**config.mk**
```make
export PLATFORM = sky130hd
export DESIGN_NAME = ivl_uvm_ovl_next_responder
export DESIGN_NICKNAME = d
export VERILOG_FILES = /design/src/rtl/ivl_uvm_ovl_pkg.sv /design/src/rtl/ivl_uvm_ovl_resp_fifo.sv /design/src/rtl/ivl_uvm_ovl_next_responder.sv
export SDC_FILE = /design/constraint.sdc
export NUM_CORES = 1
export LEC_CHECK = 0
export ABC_AREA = 0
export BUFFER_PORTS_ARGS = -buffer_cell sky130_fd_sc_hd__buf_4
export CORE_MARGIN = 3
export CORE_UTILIZATION = 55
export DETAILED_ROUTE_END_ITERATION = 8
export PLACE_DENSITY = 0.73
export SLEW_MARGIN = 5
export SYNTH_ARGS = -nofsm -noshare
export SYNTH_HDL_FRONTEND = slang
export SYNTH_SLANG_ARGS = --single-unit
```
**constraint.sdc**
```tcl
create_clock -name clock -period 3.34 [get_ports clock]
set_clock_uncertainty 0.15 [all_clocks]
set_input_delay 0.334 -clock clock [delete_from_list [all_inputs] [get_ports clock]]
set_output_delay 0.334 -clock clock [all_outputs]
set_load 0.03 [all_outputs]
```
**src/rtl/ivl_uvm_ovl_pkg.sv**
```systemverilog
// ----------------------------------------------------------------------------
// ivl_uvm_ovl_pkg
//   Shared definitions for the ovl_next responder:
//     - default parameter values (delay width, queue depth)
//     - responder state enumeration (IDLE / ACTIVE)
//     - timestamp width helper
// ----------------------------------------------------------------------------
package ivl_uvm_ovl_pkg;

    localparam int DEF_DLY_W = 4;
    localparam int DEF_DEPTH = 4;

    typedef enum logic {
        IDLE   = 1'b0,
        ACTIVE = 1'b1
    } resp_state_e;

    // One bit wider than the delay field. The largest span between a push
    // and its due time (2**DLY_W-1) then stays below the wrap distance
    // (2**TS_W), so an equality compare on the wrapped timestamp is exact.
    function automatic int ts_width(input int dly_w);
        return dly_w + 1;
    endfunction

endpackage

```
**src/rtl/ivl_uvm_ovl_resp_fifo.sv**
```systemverilog
// ----------------------------------------------------------------------------
// ivl_uvm_ovl_resp_fifo
//   DEPTH x W synchronous FIFO holding due timestamps of outstanding requests.
//   Simultaneous push and pop are allowed, including when full (the pop
//   frees the slot the push fills). The caller guards push-when-full.
//   Besides the head entry it also exposes the entry behind the head so the
//   owner can look one pop ahead without an extra cycle.
//
// Ports
//   clk_i        in   clock, posedge
//   rst_i        in   asynchronous active-high reset (pointers/count only)
//   push_i       in   write push_data_i at the tail
//   push_data_i  in   W-bit entry
//   pop_i        in   drop the head entry
//   head_o       out  entry at the head (valid when !empty_o)
//   next_o       out  entry behind the head (valid when count_o >= 2)
//   full_o       out  count_o == DEPTH
//   empty_o      out  count_o == 0
//   count_o      out  number of stored entries
// ----------------------------------------------------------------------------
module ivl_uvm_ovl_resp_fifo #(
    parameter int DEPTH = 4,
    parameter int W     = 5
) (
    input  logic                       clk_i,
    input  logic                       rst_i,
    input  logic                       push_i,
    input  logic [W-1:0]               push_data_i,
    input  logic                       pop_i,
    output logic [W-1:0]               head_o,
    output logic [W-1:0]               next_o,
    output logic                       full_o,
    output logic                       empty_o,
    output logic [$clog2(DEPTH+1)-1:0] count_o
);

    localparam int AW = $clog2(DEPTH);
    localparam int CW = $clog2(DEPTH + 1);

    logic [W-1:0]  mem_q [DEPTH];
    logic [AW-1:0] wr_ptr_q, wr_ptr_d;
    logic [AW-1:0] rd_ptr_q, rd_ptr_d;
    logic [CW-1:0] count_q,  count_d;
    logic [AW-1:0] rd_ptr_nxt;

    // DEPTH is a power of two, so pointer wrap is plain modulo arithmetic.
    assign rd_ptr_nxt = rd_ptr_q + AW'(1);

    always_comb begin
        wr_ptr_d = wr_ptr_q;
        rd_ptr_d = rd_ptr_q;
        count_d  = count_q;
        if (push_i) begin
            wr_ptr_d = wr_ptr_q + AW'(1);
        end
        if (pop_i) begin
            rd_ptr_d = rd_ptr_nxt;
        end
        case ({push_i, pop_i})
            2'b10:   count_d = count_q + CW'(1);
            2'b01:   count_d = count_q - CW'(1);
            default: count_d = count_q;
        endcase
    end

    always_ff @(posedge clk_i or posedge rst_i) begin
        if (rst_i) begin
            wr_ptr_q <= '0;
            rd_ptr_q <= '0;
            count_q  <= '0;
        end else begin
            wr_ptr_q <= wr_ptr_d;
            rd_ptr_q <= rd_ptr_d;
            count_q  <= count_d;
        end
    end

    // Storage carries no reset: an entry is only read once the count says
    // it has been written.
    always_ff @(posedge clk_i) begin
        if (push_i) begin
            mem_q[wr_ptr_q] <= push_data_i;
        end
    end

    assign head_o  = mem_q[rd_ptr_q];
    assign next_o  = mem_q[rd_ptr_nxt];
    assign count_o = count_q;
    assign full_o  = (count_q == CW'(DEPTH));
    assign empty_o = (count_q == '0);

endmodule

```
**src/rtl/ivl_uvm_ovl_next_responder.sv**
```systemverilog
// ----------------------------------------------------------------------------
// ivl_uvm_ovl_next_responder
//   Responder side of a req->ack protocol for ovl_next unit tests. Every
//   accepted request (start_event) produces exactly one single-cycle ack
//   (test_expr) that is seen high at the clock edge D clocks after the
//   request edge, D = max(cfg_delay, 1). Overlapping requests are held as
//   due timestamps in a small FIFO; a request arriving while the FIFO is
//   full is dropped and flagged in the sticky overflow bit.
//
//   Optional feature, selected by macro IVL_UVM_OVL_NEXT_RESP_ERR_INJ_EN:
//   adds input err_inj. err_inj=1 at the edge before a due ack suppresses
//   that ack (the entry is still retired), so an attached ovl_next fires.
//
// Ports
//   clock        in   single clock, posedge
//   reset        in   asynchronous active-high reset, clears all state
//   enable       in   1 = accept new requests
//   start_event  in   request, sampled on posedge
//   cfg_delay    in   DLY_W-bit req->ack distance (0 behaves as 1)
//   err_inj      in   ack suppression (only with the macro above)
//   test_expr    out  ack, registered
//   busy         out  at least one request outstanding
//   outstanding  out  number of queued, not yet acked requests
//   overflow     out  sticky: a request was dropped because the queue was full
// ----------------------------------------------------------------------------
module ivl_uvm_ovl_next_responder
    import ivl_uvm_ovl_pkg::*;
#(
    parameter int DLY_W = DEF_DLY_W,
    parameter int DEPTH = DEF_DEPTH
) (
    input  logic                       clock,
    input  logic                       reset,
    input  logic                       enable,
    input  logic                       start_event,
    input  logic [DLY_W-1:0]           cfg_delay,
`ifdef IVL_UVM_OVL_NEXT_RESP_ERR_INJ_EN
    input  logic                       err_inj,
`endif
    output logic                       test_expr,
    output logic                       busy,
    output logic [$clog2(DEPTH+1)-1:0] outstanding,
    output logic                       overflow
);

    localparam int TS_W = ts_width(DLY_W);
    localparam int CW   = $clog2(DEPTH + 1);

    logic [TS_W-1:0]  ts_q,  ts_d;
    logic [DLY_W-1:0] dly_q, dly_d;
    resp_state_e      state_q, state_d;
    logic             ack_q, ack_d;
    logic             ovf_q, ovf_d;

    logic [TS_W-1:0]  head_due;
    logic [TS_W-1:0]  next_due;
    logic             fifo_full;
    logic             fifo_empty;
    logic [CW-1:0]    fifo_count;

    logic [DLY_W-1:0] cfg_eff;
    logic [DLY_W-1:0] dly_use;
    logic             req_v;
    logic             pop;
    logic             push;
    logic             drop;
    logic [TS_W-1:0]  push_due;
    logic             nh_vld;
    logic [TS_W-1:0]  nh_due;
    logic             inj;

`ifdef IVL_UVM_OVL_NEXT_RESP_ERR_INJ_EN
    assign inj = err_inj;
`else
    assign inj = 1'b0;
`endif

    // A delay of zero would need a combinational req->ack path; treat as 1.
    assign cfg_eff = (cfg_delay == '0) ? DLY_W'(1) : cfg_delay;

    // The live delay is only taken while nothing is queued. Holding it
    // constant while busy keeps due times strictly increasing in push
    // order, so the FIFO head is always the earliest due entry.
    assign dly_use = fifo_empty ? cfg_eff : dly_q;

    assign req_v    = start_event & enable;
    assign pop      = !fifo_empty && (head_due == ts_q);
    assign push     = req_v && (!fifo_full || pop);
    assign drop     = req_v && fifo_full && !pop;
    assign push_due = ts_q + TS_W'(dly_use);
    assign ts_d     = ts_q + TS_W'(1);

    // Head of the queue as it will stand after this edge. The ack register
    // is loaded one edge ahead of the pop so test_expr is already high when
    // the due edge samples it.
    always_comb begin
        nh_vld = 1'b0;
        nh_due = head_due;
        if (!fifo_empty && !pop) begin
            nh_vld = 1'b1;
            nh_due = head_due;
        end else if (pop && (fifo_count > CW'(1))) begin
            nh_vld = 1'b1;
            nh_due = next_due;
        end else if (push) begin
            nh_vld = 1'b1;
            nh_due = push_due;
        end
    end

    always_comb begin
        ack_d   = nh_vld && (nh_due == ts_d) && !inj;
        dly_d   = dly_use;
        ovf_d   = ovf_q | drop;
        state_d = state_q;
        case (state_q)
            IDLE: begin
                if (push) begin
                    state_d = ACTIVE;
                end
            end
            ACTIVE: begin
                if (pop && !push && (fifo_count == CW'(1))) begin
                    state_d = IDLE;
                end
            end
            default: state_d = IDLE;
        endcase
    end

    always_ff @(posedge clock or posedge reset) begin
        if (reset) begin
            ts_q    <= '0;
            dly_q   <= DLY_W'(1);
            state_q <= IDLE;
            ack_q   <= 1'b0;
            ovf_q   <= 1'b0;
        end else begin
            ts_q    <= ts_d;
            dly_q   <= dly_d;
            state_q <= state_d;
            ack_q   <= ack_d;
            ovf_q   <= ovf_d;
        end
    end

    ivl_uvm_ovl_resp_fifo #(
        .DEPTH (DEPTH),
        .W     (TS_W)
    ) u_fifo (
        .clk_i       (clock),
        .rst_i       (reset),
        .push_i      (push),
        .push_data_i (push_due),
        .pop_i       (pop),
        .head_o      (head_due),
        .next_o      (next_due),
        .full_o      (fifo_full),
        .empty_o     (fifo_empty),
        .count_o     (fifo_count)
    );

    assign test_expr   = ack_q;
    assign busy        = (state_q == ACTIVE);
    assign outstanding = fifo_count;
    assign overflow    = ovf_q;

endmodule

```
==> impl_metrics.yaml <==
synthesis:
  yosysUniqueCellTypes: 55
  synth-xor-area-share_pct: 8.421
  synth_mux_area_share_pct: 10.48
  ys_seq_area_share_pct: 43.16
  yosys_warnings: 0
  synth-seq-cells: 39
  netlist_area_um2: 2496
  synth_simple_gate_area_share_pct: 13.18
  synth_edf_count: 20
  synth_compound_area_share_pct: 11.78
  synthAdderAreaFrac_pct: 7.820
  ys_async_sr_fraction_pct: 48.72
  synth.avg_cell_area_um2: 12.18
  synth_top_family_by_area: "simple AND/OR/NAND/NOR gates"
  postSynthCellCount: 205
  synth_nets: 228
  synth-main-ff-cell: "edfxtp_1"
placed_design:
  portBuffers: 13
  pre_cts_ws_ns: 0.1365
  detailed_place_hpwl_um: 4164
  gp_congestion: 0.9790
  place_area_um2: 2684
run:
  drv_cap: 0
sta:
  finalSetupViolations: 0
  hold_viol: 0
  fin_ws_ns: 0.1628
  period_share_pct: 95.12
  setup-tns-final_ns: 0
  max-slew-margin-rel_pct: 48.96
  final-max-slew-violation-count: 0
  min_period_ns: 3.177
  fmax_mhz: 314.7
  tightest_slew_ns: 0.7647
setup_path:
  required_ns: 3.37
  path_depth: 11
  crit_path_top_delay_cell: "mux4_2"
  worst_setup_path_end_kind: "flip-flop"
  r2r_slack_ns: 0.16
  crit_family: "multiplexers"
  crit_path_end: "u_fifo.count_o[2]"
  worstReg2RegStart: "u_fifo.rd_ptr_q[0]"
  arrival_ns: 3.21
  path_cells: "buf_4 > mux4_2 > xnor2_2 > and3_2 > nand2_2 > a31oi_4 > inv_1 > ha_1 > mux2i_1 > nor2_1 > xnor2_1"
  startpoint_type: "flip-flop"
  path_max_fanout: 8
  r2r.worst_path.cells: 11
  startpoint: "u_fifo.rd_ptr_q[0]"
  path_class: "reg2reg"
  max_stage_delay_ns: 0.58
  cp.buffers_inverters: 2
  r2r_end: "u_fifo.count_o[2]"
die:
  fp.dieArea_um2: 5382
  io_pins: 14
  rows: 23
  core_um2: 4173
  die_h_um: 73.37
  start_util_pct: 59.82
  die_w_um: 73.37
global_route:
  use_met1_pct: 29.12
  grt_pass1_wl_um: 8528
  grt-ovfl-total: 0
  use_met2_pct: 34.06
  antenna_found_initial: 0
  use_met3_pct: 4.378
  grt_max_degree: 20
  grt_pass1_vias: 1704
  grt_busiest_layer: "met2"
  grt_usage_pct: 21.30
cells_and_area:
  multiInputGateArea_um2: 1321
  final_common_cell: "buf_4"
  antenna_cells: 0
  nNetsFinal: 257
  mostFrequentLayoutCells: "buf_4 (27), edfxtp_1 (20), nand2_1 (19), inv_1 (17), dfrtp_1 (16)"
  ff_latch_area_um2: 1080
  final_area_um2: 2815
  drive_gt1_share_pct: 25.53
  synthToLayoutAreaGrowth_pct: 12.78
  fill_cells: 310
route:
  drtIter0Drc: 198
  drc_errors: 0
  ant_nets: 0
  avgViaCountPerCell: 6.154
  wire_per_inst_um: 18.57
  num_vias: 1754
  drtPass1Iterations: 4
  wirelength_um: 5293
worst_hold_path:
  min_path_type: "in2async"
clock_network:
  numCtsBuffers: 5
  htreeDepth: 2
  clockBufferDepth: 2
  clk_latency_ns: 0.29
  cts_hold_buf: 0
  ctsRootBufferMaster: "clkbuf_8"
  cts_num_sinks: 39
  cts_tree: "yes"
  path_clk_slew_ns: 0.08
pwr:
  ir_drop_mv: 0.6848
  p_leak_nw: 1.146
  power_density_nw_per_um2: 898.1
  p_total_w: 0.002528
run_status:
  status: "completed"
==> timing repair <==
action | in CTS | in global routing
resized for setup | 0 | 4
setup buffers | 0 | 3
endpoints found under the setup margin | 0 | 1
==> cell usage after synthesis, types with 2 or more instances <==
library cell | count | area (um^2)
edfxtp_1 | 20 | 600.6
nand2_1 | 19 | 71.32
dfrtp_1 | 18 | 450.4
inv_1 | 17 | 63.81
ha_1 | 14 | 175.2
nor2_1 | 12 | 45.04
xnor2_1 | 10 | 87.58
o211ai_1 | 8 | 60.06
mux4_1 | 7 | 183.9
o21ai_0 | 7 | 35.03
a22oi_1 | 5 | 37.54
and2_1 | 5 | 31.28
nand3_1 | 4 | 20.02
xor2_1 | 4 | 35.03
mux4_2 | 3 | 67.56
nand2b_1 | 3 | 18.77
nand4_1 | 3 | 18.77
and3_1 | 2 | 12.51
clkbuf_1 | 2 | 7.510
nand2_2 | 2 | 12.51
nor2b_1 | 2 | 12.51
nor3_1 | 2 | 10.01
o22ai_1 | 2 | 12.51
xnor2_2 | 2 | 32.53
xnor2_4 | 2 | 55.05
==> per-stage QoR <==
step	util (%)	hold slack (ns)	std cells
2_1_floorplan	-	0.1343	205
3_3_place_gp	64.32	0.3054	274
3_5_place_dp	64.32	0.3176	274
4_1_cts	66.36	0.04776	282
5_1_grt	67.47	0.07573	285
6_report	67.47	0.02701	285
==> power breakdown <==
part           switching (W)  total [W]  internal, W  leakage (nW)
registers          0.0000920   0.000779     0.000687         0.403
clock network       0.000163   0.000309     0.000146        0.0412
logic               0.000787    0.00144     0.000654         0.702
total                0.00104    0.00253      0.00149          1.15
==> state kept, by name, indices dropped and copies added, names as in the netlist <==
register / cells
dly_q: 4
overflow: 1
test_expr: 1
ts_q: 5
busy: 1
u_fifo.rd_ptr_q: 2
u_fifo.wr_ptr_q: 2
u_fifo.mem_q: 20
u_fifo.count_o: 3
==> per-layer routing <==
metal / wire length, um / vias to the layer above
li1: - / 819
met3: 293 / 12
met4: 89 / 0
met2: 2588 / 54
met5: 0 / -
met1: 2322 / 869
==> how the worst min path moves through the flow <==
stage,from,depth (start not counted),end,slack (ns)
floorplan,reset,1,busy,0.13
global placement,dly_q[0],2,dly_q[0],0.31
detailed placement,dly_q[0],2,dly_q[0],0.32
CTS,reset,2,u_fifo.count_o[2],0.05
global route,reset,2,u_fifo.count_o[2],0.08
finish,reset,2,overflow,0.03
==> cell type report <==
cell class	count	area share (%)
Multi-Input combinational cell	144	46.93
Sequential cell	39	38.36
Timing Repair Buffer	27	7.200
Clock buffer	6	2.578
Inverter	17	2.267
Tap cell	50	2.222
Clock inverter	2	0.4444
==> logic make-up (layout without fill, tap and decap cells) <==
group / count (synthesis) / count (layout)
AOI/OAI and AO/OA: 38 / 38
muxes: 11 / 11
and+or+nand+nor: 62 / 62
DFF: 39 / 39
adders and majority gates: 15 / 15
xor gates and xnor gates: 18 / 18
buffers and inverters: 22 / 52
Power figures use the tool's default switching activity.
